`src/rtl/pilha_pkg.sv`:
```
// Shared definitions for the stack control unit: operation codes and FSM state encoding.
package pilha_pkg;

    localparam logic [1:0] OP_PUSH   = 2'b00;
    localparam logic [1:0] OP_POP    = 2'b01;
    localparam logic [1:0] OP_RELOAD = 2'b10;

    typedef enum logic [1:0] {
        IDLE    = 2'b00,
        ACESSO  = 2'b01,
        CONCLUI = 2'b10
    } estado_t;

endpackage

```
`src/rtl/unidade_controle_pilha.sv`:
```
// Stack control unit: runs PUSH/POP/RELOAD, sequences the data-memory access and owns $rp.
// All outputs are registered so they stay stable across the register bank's negedge write.
module unidade_controle_pilha
    import pilha_pkg::*;
#(
    parameter int unsigned DATA_W      = 32,
    parameter int unsigned RP_INIT     = 25,
    parameter int unsigned STACK_LIMIT = 0
) (
    input  logic              clock,
    input  logic              reset_n,
    input  logic              op_valid,
    output logic              op_ready,
    input  logic [1:0]        op_code,
    input  logic [DATA_W-1:0] push_dado,
    output logic              mem_req,
    output logic              mem_we,
    output logic [DATA_W-1:0] mem_addr,
    output logic [DATA_W-1:0] mem_wdata,
    input  logic [DATA_W-1:0] mem_rdata,
    input  logic              mem_ack,
    output logic [DATA_W-1:0] rp,
    output logic              PilhaE,
    output logic [DATA_W-1:0] pop_dado,
    output logic              pop_valid,
    output logic              op_done,
    output logic              erro_overflow,
    output logic              erro_underflow,
    input  logic              clr_erro
);

    localparam logic [DATA_W-1:0] RP_RESET = DATA_W'(RP_INIT);
    localparam logic [DATA_W-1:0] RP_LIMIT = DATA_W'(STACK_LIMIT);
    localparam logic [DATA_W-1:0] UM       = DATA_W'(1);

    estado_t estado;

    always_ff @(posedge clock or negedge reset_n) begin
        if (!reset_n) begin
            estado         <= IDLE;
            op_ready       <= 1'b1;
            rp             <= RP_RESET;
            mem_req        <= 1'b0;
            mem_we         <= 1'b0;
            mem_addr       <= '0;
            mem_wdata      <= '0;
            PilhaE         <= 1'b0;
            pop_dado       <= '0;
            pop_valid      <= 1'b0;
            op_done        <= 1'b0;
            erro_overflow  <= 1'b0;
            erro_underflow <= 1'b0;
        end else begin
            PilhaE    <= 1'b0;
            pop_valid <= 1'b0;
            op_done   <= 1'b0;

            // Clear first so a flag set below in the same cycle wins.
            if (clr_erro) begin
                erro_overflow  <= 1'b0;
                erro_underflow <= 1'b0;
            end

            case (estado)
                IDLE: begin
                    if (op_valid) begin
                        op_ready <= 1'b0;
                        case (op_code)
                            OP_PUSH: begin
                                if (rp == RP_LIMIT) begin
                                    erro_overflow <= 1'b1;
                                    op_done       <= 1'b1;
                                    estado        <= CONCLUI;
                                end else begin
                                    mem_req   <= 1'b1;
                                    mem_we    <= 1'b1;
                                    mem_addr  <= rp - UM;
                                    mem_wdata <= push_dado;
                                    estado    <= ACESSO;
                                end
                            end
                            OP_POP: begin
                                if (rp == RP_RESET) begin
                                    erro_underflow <= 1'b1;
                                    op_done        <= 1'b1;
                                    estado         <= CONCLUI;
                                end else begin
                                    mem_req  <= 1'b1;
                                    mem_we   <= 1'b0;
                                    mem_addr <= rp;
                                    estado   <= ACESSO;
                                end
                            end
                            OP_RELOAD: begin
                                rp      <= RP_RESET;
                                PilhaE  <= 1'b1;
                                op_done <= 1'b1;
                                estado  <= CONCLUI;
                            end
                            default: begin
                                op_done <= 1'b1;
                                estado  <= CONCLUI;
                            end
                        endcase
                    end
                end
                ACESSO: begin
                    if (mem_ack) begin
                        mem_req <= 1'b0;
                        mem_we  <= 1'b0;
                        PilhaE  <= 1'b1;
                        op_done <= 1'b1;
                        if (mem_we) begin
                            rp <= rp - UM;
                        end else begin
                            rp        <= rp + UM;
                            pop_dado  <= mem_rdata;
                            pop_valid <= 1'b1;
                        end
                        estado <= CONCLUI;
                    end
                end
                CONCLUI: begin
                    op_ready <= 1'b1;
                    estado   <= IDLE;
                end
                default: begin
                    op_ready <= 1'b1;
                    mem_req  <= 1'b0;
                    estado   <= IDLE;
                end
            endcase
        end
    end

endmodule
```
`config.mk`:
```
export PLATFORM = sky130hd
export DESIGN_NAME = unidade_controle_pilha
export DESIGN_NICKNAME = d
export VERILOG_FILES = /design/src/rtl/pilha_pkg.sv /design/src/rtl/unidade_controle_pilha.sv
export SDC_FILE = /design/constraint.sdc
export NUM_CORES = 1
export LEC_CHECK = 0
export ABC_AREA = 0
export CAP_MARGIN = 15
export CORE_MARGIN = 1.5
export CORE_UTILIZATION = 50
export DETAILED_ROUTE_END_ITERATION = 6
export DONT_BUFFER_PORTS = 1
export HOLD_SLACK_MARGIN = 0.03
export SYNTH_ARGS = -nofsm -noshare
export SYNTH_HDL_FRONTEND = slang
export SYNTH_SLANG_ARGS = --single-unit
```
`constraint.sdc`:
```
create_clock -name clock -period 3.1 [get_ports clock]
set_input_delay 0.465 -clock clock [delete_from_list [all_inputs] [get_ports clock]]
set_output_delay 0.465 -clock clock [all_outputs]
set_load 0.05 [all_outputs]
```
== After elaboration in Yosys (flattened, before gate mapping) ==
Index checks and enable logic that the tools add are counted.
Widths: inputs -> output; s select.
Storage, ports and cells
  output and inout bits: 136
  input bits: 71
  word-level logic and storage cells: 93
  bits in registers: 138
Operators by class
  bitwise gates (word level): 4
  reductions and logical operators: 13
  muxes and demuxes: 48
  $add $sub $neg: 2
  eq/ne operators: 13
Operators by type and width (number)
  $mux 32: 6
  $pmux 32 s2: 2
  $add 32x1->32 const B: 1
  $eq 32x5->1 const B: 1
  $logic_not 32->1: 1
  $sub 32x1->32 const B: 1
  $mux 1: 26
  $pmux 1 s2: 7
  $reduce_and 6->1: 2
  $mux 2: 4
  $ne 2x2->1 const B: 4
  $pmux 2 s2: 2
  $reduce_and 4->1: 2
  $ne 3x3->1 const B: 2
  $reduce_and 5->1: 1
  $eq 2x1->1 const B: 2
  $eq 2x2->1 const B: 2
  $logic_not 2->1: 2
  $not 1->1: 4
  $reduce_and 2->1: 2
  $reduce_bool 2->1: 2
  $ne 3x1->1 const B: 1
  $pmux 1 s3: 1
  $reduce_and 3->1: 1
  $ne 2x1->1 const B: 1

== Logic depth before layout (Yosys ltp) ==
Gate-level depths: netlist of the first run.
  depth after elaboration: 5
  depth in mapped cells: 9
  gate-level depth less buffers: 7

== Worst setup path before layout of the first run ==
No wires, ideal clock.
  path type: register to register
  start: register rp[19]
  end: register mem_wdata[10]
  cell stages (with the launch flop): 9
  required time: 2.973 ns
  setup time: 0.127 ns
  clock period less this slack: 3.023 ns
  arrival time: 2.895 ns
  buffers on the path: 3
  slack: 0.077 ns
  cell sequence: dfrtp_1 buf_2 or4_1 clkbuf_1 or4_4 o41ai_4 nor2_2 buf_6 mux2_1
On the way
  cells in the longest elaborated chain, start to end: 3
RTL lines
  start: declaration: line unidade_controle_pilha.sv:22  | output logic [DATA_W-1:0] rp,
  start signal: assignment: line unidade_controle_pilha.sv:114  | rp <= rp - UM;
  start signal: assignment: line unidade_controle_pilha.sv:116  | rp <= rp + UM;
  $logic_not 32->1: line unidade_controle_pilha.sv:70  | if (rp == RP_LIMIT) begin
  $not 1->1 (no source line)
  $reduce_and 4->1 (no source line)
  end signal: assignment: line unidade_controle_pilha.sv:78  | mem_wdata <= push_dado;
  end: declaration: line unidade_controle_pilha.sv:19  | output logic [DATA_W-1:0] mem_wdata,
Every way passes these cells.
A chain may end at the register's enable or synchronous reset.

== Worst setup path in the final report of the first run ==
  start: register rp[23]
  end: register mem_addr[13]
On the way
  cells in the longest elaborated chain, start to end: 3
  elaborated cells between the ends (all ways): 5
  classes of those cells: eq/ne: 3; reduce/logical: 2
RTL lines
  $eq 32x5->1 / $logic_not 32->1 (equally long branches): line unidade_controle_pilha.sv:83, unidade_controle_pilha.sv:70
  $ne 2x2->1 (no source line)
  $reduce_and 5->1 (no source line) *
  end signal: assignment: line unidade_controle_pilha.sv:77  | mem_addr <= rp - UM;
  end signal: assignment: line unidade_controle_pilha.sv:90  | mem_addr <= rp;
  end: declaration: line unidade_controle_pilha.sv:18  | output logic [DATA_W-1:0] mem_addr,
Mark *: on every way between the ends. The rest lies on a longest branch, timed or not.

==> results.py, run 1 <==
metrics = {
    "status": {
        "status": "finished with violations",
        "violations": "design-rule violations, negative hold slack",
    },
    "placement": {
        "place_congestion": 0.897,
        "io_buffers": 0,
        "dp_cells": 855,
        "hpwl_mm": 13.4,
        "dp_slack_ns": 0.379,
    },
    "cells_and_area": {
        "finalNonFillerCells": 887,
        "syn2layout_area_growth_pct": 14.2,
        "drive_above_1_share_pct": 19.4,
        "antennaDiodeCount": 0,
        "nFillCells": 1193,
        "fin_nets": 773,
    },
    "timing": {
        "holdWs_ns": -0.262,
        "layout_min_cycle_time_ns": 2.71,
        "setup_ws_ns": 0.392,
        "maxSlewHeadroom_pct": 35.9,
        "setup_viol": 0,
        "fmaxAchievable_ghz": 0.369,
        "maxSlewViolCount": 0,
        "clock-skew-final_ns": 0.0141,
        "hold_viol_final": 138,
        "setup-tns-final_ns": 0,
        "rsz0062_at_grt": "no",
        "finalCritPeriodShare_pct": 87.3,
        "worstMarginPinSlew_ns": 0.960,
    },
    "grt": {
        "grt_pass1_vias": 5381,
        "antenna_found_initial": 0,
        "overflow": 0,
        "grt.total_usage_pct": 26.3,
        "grt_start_max_net_pins": 139,
        "grt_pass1_wl_mm": 29.3,
    },
    "floorplanning": {
        "start_util_pct": 51.9,
        "rows": 42,
        "core_sq_mm": 0.0135,
        "boundaryPins": 207,
        "dieArea_sq_mm": 0.0147,
        "fp.dieH_um": 121,
        "die_w_um": 121,
    },
    "routing": {
        "avgViaCountPerCell": 6.18,
        "routedWlPerCell_um": 21.1,
        "drc": 2,
        "firstDrtPassIters": 7,
        "dr.first_iter.drc_count": 470,
        "routed_wl_mm": 18.8,
        "ant_nets": 0,
        "vias": 5486,
    },
    "power": {
        "ir_worst_vdd_uv": 488,
        "powerDensity_mw_per_mm2": 1240,
        "leakage_nw": 3.37,
    },
    "worst_setup_path": {
        "r2r_cells": 5,
        "cp-start-kind": "flip-flop",
        "max_stage_delay_ns": 0.59,
        "r2r-start": "rp[23]",
        "worstPathArrival_ns": 2.98,
        "crit_chain": "or4_1 > or3_1 > o41ai_4 > buf_4 > o21ai_0",
        "path_class": "reg -> reg",
        "timing.rr.end": "mem_addr[13]",
        "r2r_slack_ns": 0.39,
        "required_ns": 3.37,
        "critical-path-slowest-cell": "or4_1",
        "cp-end-kind": "flip-flop",
        "crit_fanout": 67,
    },
    "min_path": {
        "hold_path_class": "in -> async",
    },
    "yosys": {
        "synth_common_cells": "dfrtp_1 (134), nand2_1 (70), o21ai_0 (58)",
        "syn_area_sq_mm": 0.00698,
        "synthArstFlopShare_pct": 100,
        "syn_nets": 762,
        "dominantRegCellSynth": "dfrtp_1",
        "ys_ff_latch": 138,
        "yosys.area.top_type": "dfrtp_1",
        "synth.distinct_cells": 63,
        "avgSynthCellArea_sq_um": 10.2,
        "yosys_warnings": 0,
        "netlist_instances": 687,
        "synth.most_common_cell": "dfrtp_1",
        "synth.area.top_cells": "dfrtp_1 (48%), mux2_2 (5.5%), mux2_1 (4.8%), o21ai_0 (4.2%), nand2_1 (3.8%)",
        "synth_top_area_share_pct": 48.1,
        "seq_area_frac_synth_pct": 49.6,
        "synth_edf_count": 0,
    },
    "clock_network": {
        "cts_buffers": 17,
        "cts_max_path_buffers": 2,
        "cts_tree": "built",
        "clock_latency_ns": 0.43,
        "cts_max_level": 4,
        "clockRootBuffer": "clkbuf_16",
        "cts_sinks": 138,
        "clk_pin_slew_ns": 0.06,
    },
    "run": {
        "cap_violations": 0,
    },
}
[repair_timing]
| action | 4_1_cts | 5_1_grt |
|---|---|---|
| hold endpoints to repair | 138 | 138 |
| endpoints found under the setup margin | 0 | 0 |
| buffers inserted | 0 | 0 |
| gates resized for setup | 0 | 0 |
[layout by cell type (no fill, tap or decap), types with 7 or more instances in the layout]
master	Yosys	routed
nor3_1	24	24
or4_1	10	10
xnor2_1	27	27
inv_6	0	7
a31oi_1	10	10
nand4_1	13	13
o21ai_0	58	58
buf_4	0	48
nand2_1	70	70
dfrtp_1	134	134
mux2_1	30	30
or2_2	7	7
nand3_1	18	18
a32oi_1	8	8
mux2_2	34	34
nor4_1	28	28
inv_1	14	14
nor2_1	33	32
a21oi_1	15	15
clkbuf_16	0	17
[per-layer routing]
layer  up-vias  global-route usage, %  part of all wire [%]
li1       2518                      -                     -
met1      2640                   34.6                    41
met2       309                   41.9                    48
met3        19                   6.67                   9.4
met4         0                   9.93                   1.2
met5         -                      0                     0
[state kept, by name, summed over array words and instances (netlist names)]
register	cells
mem_req	1
mem_wdata	32
estado	2
mem_we	1
rp	32
op_ready	1
mem_addr	32
erro_overflow	1
erro_underflow	1
op_done	1
pop_dado	32
PilhaE	1
pop_valid	1
[metrics by stage]
stage                     cell area, sq um  utilization [%]  power, W
after floorplan                       6980                -   0.00701
after global placement                7340             54.6   0.00771
after detailed placement              7340             54.6   0.00782
after CTS                             7970             59.2   0.00997
after global routing                  7970             59.2    0.0104
final                                 7970             59.2   0.00991
[logic make-up (layout without fill, tap and decap cells)]
logic type	count (synthesis)	after routing	synth area share [%]
xor+xnor	32	32	4.02
buf+inv	71	95	4.25
compound gates	129	129	12.0
flops	138	138	49.6
mux	68	68	10.9
simple gates	245	245	18.5
fa+ha+maj	4	4	0.717
[cell type report]
class | count | area (sq um) | share of cell area [%]
sequential | 138 | 3460 | 43.4
multi-input combinational | 478 | 3230 | 40.5
clock buffer | 17 | 425 | 5.34
timing repair buffer | 49 | 380 | 4.77
tap | 176 | 220 | 2.76
clock inverter | 15 | 204 | 2.56
inverter | 14 | 52.6 | 0.659
[worst max-delay path by stage]
stage / end / startpoint / slack [ns] / cells after the start
floorplan: mem_wdata[10] / rp[19] / 0.08 / 8
global placement: rp[14] / rp[0] / 0.46 / 6
detailed placement: mem_addr[13] / rp[16] / 0.38 / 5
CTS: mem_addr[13] / rp[16] / 0.39 / 5
global route: rp[14] / rp[0] / 0.20 / 6
finish: mem_addr[13] / rp[23] / 0.39 / 5
[worst max-delay path, delay by kind of cell, from the launching register on]
family,cells,cell delay (ns)
simple gates,2,1.06
buf+inv,1,0.52
flops,1,0.37
compound gates,2,0.59
[where the power goes]
group          total (W)  switching [W]  internal (W)
clock            0.00213       0.000831       0.00130
combinational    0.00259        0.00157       0.00101
sequential       0.00520        0.00273       0.00247
(Power assumes the default switching activity.)
==> run 2: changes to the inputs <==
REMOVE_ABC_BUFFERS = 1   (was unset)
==> run 2 against run 1 <==
Effect of this change: the run ends with negative hold slack left; count of clock-buffer cells in the layout increased by 4; final area grew 0.16%; wire length down 2.7%; worst hold slack improved by 0.00056 ns; sequential share of layout area down 0.068 points; sequential power is essentially flat; non-clock buffer count rose by 2; cell count up 0.23%; highest routed layer unchanged.
==> results.py, run 2 (synthesis results as in run 1) <==
metrics = {
    "routing": {
        "vias": 5463,
        "ant_nets": 0,
        "firstDrtPassIters": 5,
        "drc": 0,
        "avgViaCountPerCell": 6.15,
        "routedWlPerCell_um": 20.5,
        "routed_wl_mm": 18.2,
        "dr.first_iter.drc_count": 485,
    },
    "clock_network": {
        "clock_latency_ns": 0.42,
        "cts_sinks": 138,
        "cts_max_level": 4,
        "cts_buffers": 17,
        "clk_pin_slew_ns": 0.06,
        "cts_tree": "built",
        "cts_max_path_buffers": 2,
        "clockRootBuffer": "clkbuf_16",
    },
    "placement": {
        "hpwl_mm": 12.4,
        "place_area_sq_mm": 0.00736,
        "place_congestion": 0.877,
        "io_buffers": 0,
    },
    "cells_and_area": {
        "final_common_cell": "dfrtp_1",
        "seq_area_sq_mm": 0.00346,
        "final_cell_mix": "dfrtp_1 (134), nand2_1 (70), o21ai_0 (58), buf_4 (50), mux2_2 (34)",
        "fin_nets": 775,
        "antennaDiodeCount": 0,
        "final_core_util_pct": 59.3,
        "drive_above_1_share_pct": 19.4,
        "stdcell_area_sq_mm": 0.00798,
        "nFillCells": 1174,
        "syn2layout_area_growth_pct": 14.4,
        "multiInputGateArea_sq_mm": 0.00323,
    },
    "grt": {
        "grt.total_usage_pct": 25.4,
        "grt_pass1_vias": 5305,
        "grt_pass1_wl_mm": 28.8,
        "antenna_found_initial": 0,
        "overflow": 0,
        "grt.busiest_layer": "met2",
        "grt_start_max_net_pins": 139,
        "grtUsageMet1_pct": 33.3,
        "grt_use_met3_pct": 6.11,
        "use_met2_pct": 41.3,
    },
    "floorplanning": {
        "rows": 42,
        "core_sq_mm": 0.0135,
        "die_w_um": 121,
        "fp.dieH_um": 121,
        "dieArea_sq_mm": 0.0147,
        "start_util_pct": 51.9,
        "boundaryPins": 207,
    },
    "worst_setup_path": {
        "r2r_cells": 5,
        "required_ns": 3.36,
        "path_class": "reg -> reg",
        "crit_fanout": 67,
        "cp-end-kind": "flip-flop",
        "cp-start-kind": "flip-flop",
        "worstPathArrival_ns": 3.03,
    },
    "timing": {
        "fmaxAchievable_ghz": 0.361,
        "finalCritPeriodShare_pct": 89.4,
        "layout_min_cycle_time_ns": 2.77,
        "rsz0062_at_grt": "no",
        "maxSlewViolCount": 0,
        "maxSlewHeadroom_pct": 37.6,
        "holdWs_ns": -0.261,
        "hold_viol_final": 138,
        "worstMarginPinSlew_ns": 0.934,
        "setup_viol": 0,
        "clock-skew-final_ns": 0.0105,
    },
    "run": {
        "cap_violations": 0,
    },
    "min_path": {
        "hold_path_class": "in -> async",
    },
    "status": {
        "violations": "negative hold slack",
        "status": "finished with violations",
    },
    "power": {
        "leakage_nw": 3.39,
        "ir_worst_vdd_uv": 525,
        "powerDensity_mw_per_mm2": 1240,
    },
}
## run 2: routing by layer
metal	share of wire (%)	vias to the layer above
li1	-	2513
met1	42	2659
met2	48	260
met3	8.7	31
met4	1.7	0
met5	0	-
## run 2: final timing paths
kind	end	slack (ns)	startpoint
worst max-delay path	mem_addr[18]	0.33	rp[16]
min in group clock	mem_wdata[22]	0.18	push_dado[22]
worst min register to register	estado[0]	0.61	estado[0]
max in group asynchronous	op_ready	3.10	reset_n
worst min-delay path	pop_dado[10]	-0.26	reset_n
worst max register to register	mem_addr[18]	0.33	rp[16]
## run 2: critical path: stages (launching register included)
cell and delay (ns):
dfrtp_1 0.38, or4_1 0.55, or4_4 0.48, o41ai_4 0.40, buf_4 0.58, o21ai_0 0.22
## run 2: timing repair
item / 4_1_cts / 5_1_grt
hold endpoints to repair: 138 / 138
resized for setup: 0 / 0
setup buffers: 0 / 0
## run 2: power breakdown
part	switching, W	internal (W)	leakage [nW]
logic	0.00152	0.00101	1.32
registers	0.00274	0.00247	1.76
clock network	0.000760	0.00139	0.312
total	0.00502	0.00487	3.39
## run 2: layout make-up
cell class              count  area share, %
flip-flops and latches    138           43.3
multi-input cells         478           40.5
clock buffers              21           5.77
repair buffers             51           4.95
well taps                 176           2.76
clock inverters            11           2.08
inverters                  14          0.658
## run 2: stage by stage
step	std cells	setup slack, ns	TNS (ns)	total power [W]
floorplan	630	-1.65	-86.94	0.00691
global route	889	0.157	0	0.0104
finish	889	0.329	0	0.00989
global placement	857	0.429	0	0.00767
CTS	889	0.322	0	0.00994
detailed placement	857	0.350	0	0.00778
==> run 3: changes to the inputs <==
PLACE_DENSITY_LB_ADDON = 0.05   (was unset)
==> run 3 against run 2 <==
Effect of this change: the flow still finishes with violations (negative hold slack); largest cell class unchanged; worst setup slack better by 0.042 ns; via count down 1.7%; clock skew up 0.0012 ns; wire length shrank 3.6%; highest routed layer unchanged; sequential power is essentially flat.
==> results.py, run 3 (synthesis results as in run 1) <==
metrics = {
    "run": {
        "cap_violations": 0,
    },
    "cells_and_area": {
        "final_core_util_pct": 58.8,
        "drive_above_1_share_pct": 19.0,
        "antennaDiodeCount": 0,
        "finalNonFillerCells": 886,
        "fin_nets": 772,
        "syn2layout_area_growth_pct": 13.3,
        "final_common_cell": "dfrtp_1",
        "final_cell_mix": "dfrtp_1 (134), nand2_1 (70), o21ai_0 (58), buf_4 (47), mux2_2 (34)",
        "stdcell_area_sq_mm": 0.00791,
    },
    "timing": {
        "fmaxAchievable_ghz": 0.366,
        "layout_min_cycle_time_ns": 2.73,
        "setup-tns-final_ns": 0,
        "clock-skew-final_ns": 0.0117,
        "holdWs_ns": -0.258,
        "maxSlewHeadroom_pct": 40.2,
        "maxSlewViolCount": 0,
        "rsz0062_at_grt": "no",
        "finalCritPeriodShare_pct": 88.0,
        "setup_viol": 0,
        "hold_viol_final": 138,
        "worstMarginPinSlew_ns": 0.895,
    },
    "clock_network": {
        "cts_sinks": 138,
        "clk_pin_slew_ns": 0.06,
        "clockRootBuffer": "clkbuf_16",
        "ctsResizeCount": 0,
        "post-cts-setup-buffers": 0,
        "cts_max_level": 4,
        "cts_max_path_buffers": 2,
        "cts_tree": "built",
        "cts_buffers": 17,
        "clock_latency_ns": 0.42,
    },
    "grt": {
        "overflow": 0,
        "grt_pass1_wl_mm": 27.7,
        "grt.total_usage_pct": 24.7,
        "antenna_found_initial": 0,
        "grt_pass1_vias": 5253,
        "grt_start_max_net_pins": 139,
    },
    "worst_setup_path": {
        "critical-path-slowest-cell": "buf_4",
        "r2r_slack_ns": 0.37,
        "path_class": "reg -> reg",
        "cp-start-kind": "flip-flop",
        "crit_fanout": 67,
        "max_stage_delay_ns": 0.56,
        "worstPathArrival_ns": 3.00,
        "crit_chain": "or4_1 > or4_4 > o41ai_4 > buf_4 > o21ai_0",
        "required_ns": 3.37,
        "r2r-start": "rp[17]",
        "timing.rr.end": "mem_addr[25]",
        "cp-end-kind": "flip-flop",
        "r2r_cells": 5,
    },
    "power": {
        "leakage_nw": 3.34,
        "powerDensity_mw_per_mm2": 1220,
        "ir_worst_vdd_uv": 689,
    },
    "routing": {
        "ant_nets": 0,
        "routed_wl_mm": 17.6,
        "routedWlPerCell_um": 19.9,
        "drc": 0,
        "dr.first_iter.drc_count": 326,
        "avgViaCountPerCell": 6.06,
        "firstDrtPassIters": 5,
        "vias": 5368,
    },
    "status": {
        "status": "finished with violations",
        "violations": "negative hold slack",
    },
    "min_path": {
        "hold_path_class": "in -> async",
    },
    "floorplanning": {
        "core_sq_mm": 0.0135,
        "boundaryPins": 207,
        "start_util_pct": 51.9,
        "rows": 42,
        "fp.dieH_um": 121,
        "die_w_um": 121,
        "dieArea_sq_mm": 0.0147,
    },
    "placement": {
        "dp_cells": 854,
        "place_area_sq_mm": 0.00733,
        "hpwl_mm": 12.3,
        "place_congestion": 0.865,
        "io_buffers": 0,
    },
}
==> run 3: cell types whose count changed in the layout (fill, tap and decap cells not counted) <==
| cell | previous run | this run |
|---|---|---|
| buf_4 | 50 | 47 |
| bufinv_16 | 4 | 2 |
| clkbuf_8 | 2 | 1 |
| clkinv_2 | 4 | 5 |
| clkinvlp_4 | 0 | 3 |
| inv_6 | 2 | 1 |
==> run 3: layout make-up <==
| class | instances | area (sq um) |
|---|---|---|
| clock inverters | 12 | 125 |
| multi-input cells | 478 | 3230 |
| flip-flops and latches | 138 | 3460 |
| repair buffers | 48 | 373 |
| well taps | 176 | 220 |
| clock buffers | 20 | 447 |
| inverters | 14 | 52.6 |
| fillers | 1194 | 5550 |
==> run 3: per-layer routing <==
metal  part of all wire [%]  GRT usage, %  vias to the layer above  wire [um]
met5                      0             0                        -          0
met4                    2.6          10.7                        0        461
met3                    9.7          8.74                       33       1710
li1                       -             -                     2510          -
met1                     40          31.0                     2594       7070
met2                     47          38.6                      231       8360
==> run 3: report_power, final <==
part	switching [W]	internal [W]	total (W)	leakage (nW)
sequential	0.00271	0.00247	0.00518	1.76
clock	0.000751	0.00120	0.00195	0.276
combinational	0.00152	0.00100	0.00253	1.30
==> run 3: critical path, delay by kind of cell, from the launching register on <==
kind	cells	cell delay (ns)
AOI/OAI and AO/OA	2	0.60
buffers and inverters	1	0.56
DFF	1	0.38
and+or+nand+nor	2	1.02
==> run 3: metrics by stage <==
step | hold WS, ns | setup WS, ns | total power [W]
after floorplan | 0.169 | -1.65 | 0.00691
after global placement | 0.172 | 0.452 | 0.00767
after detailed placement | 0.173 | 0.348 | 0.00777
after CTS | -0.271 | 0.349 | 0.00973
after global routing | -0.281 | 0.203 | 0.0101
final | -0.258 | 0.371 | 0.00966
==> run 3: worst max path at each step <==
stage	startpoint	endpoint	slack, ns	depth (start not counted)
final	rp[17]	mem_addr[25]	0.37	5
after global routing	rp[17]	mem_addr[1]	0.20	5
after CTS	rp[16]	mem_addr[25]	0.35	5
after detailed placement	rp[16]	mem_addr[1]	0.35	5
after global placement	rp[16]	mem_addr[14]	0.45	5
after floorplan	rp[16]	mem_wdata[10]	-1.65	5
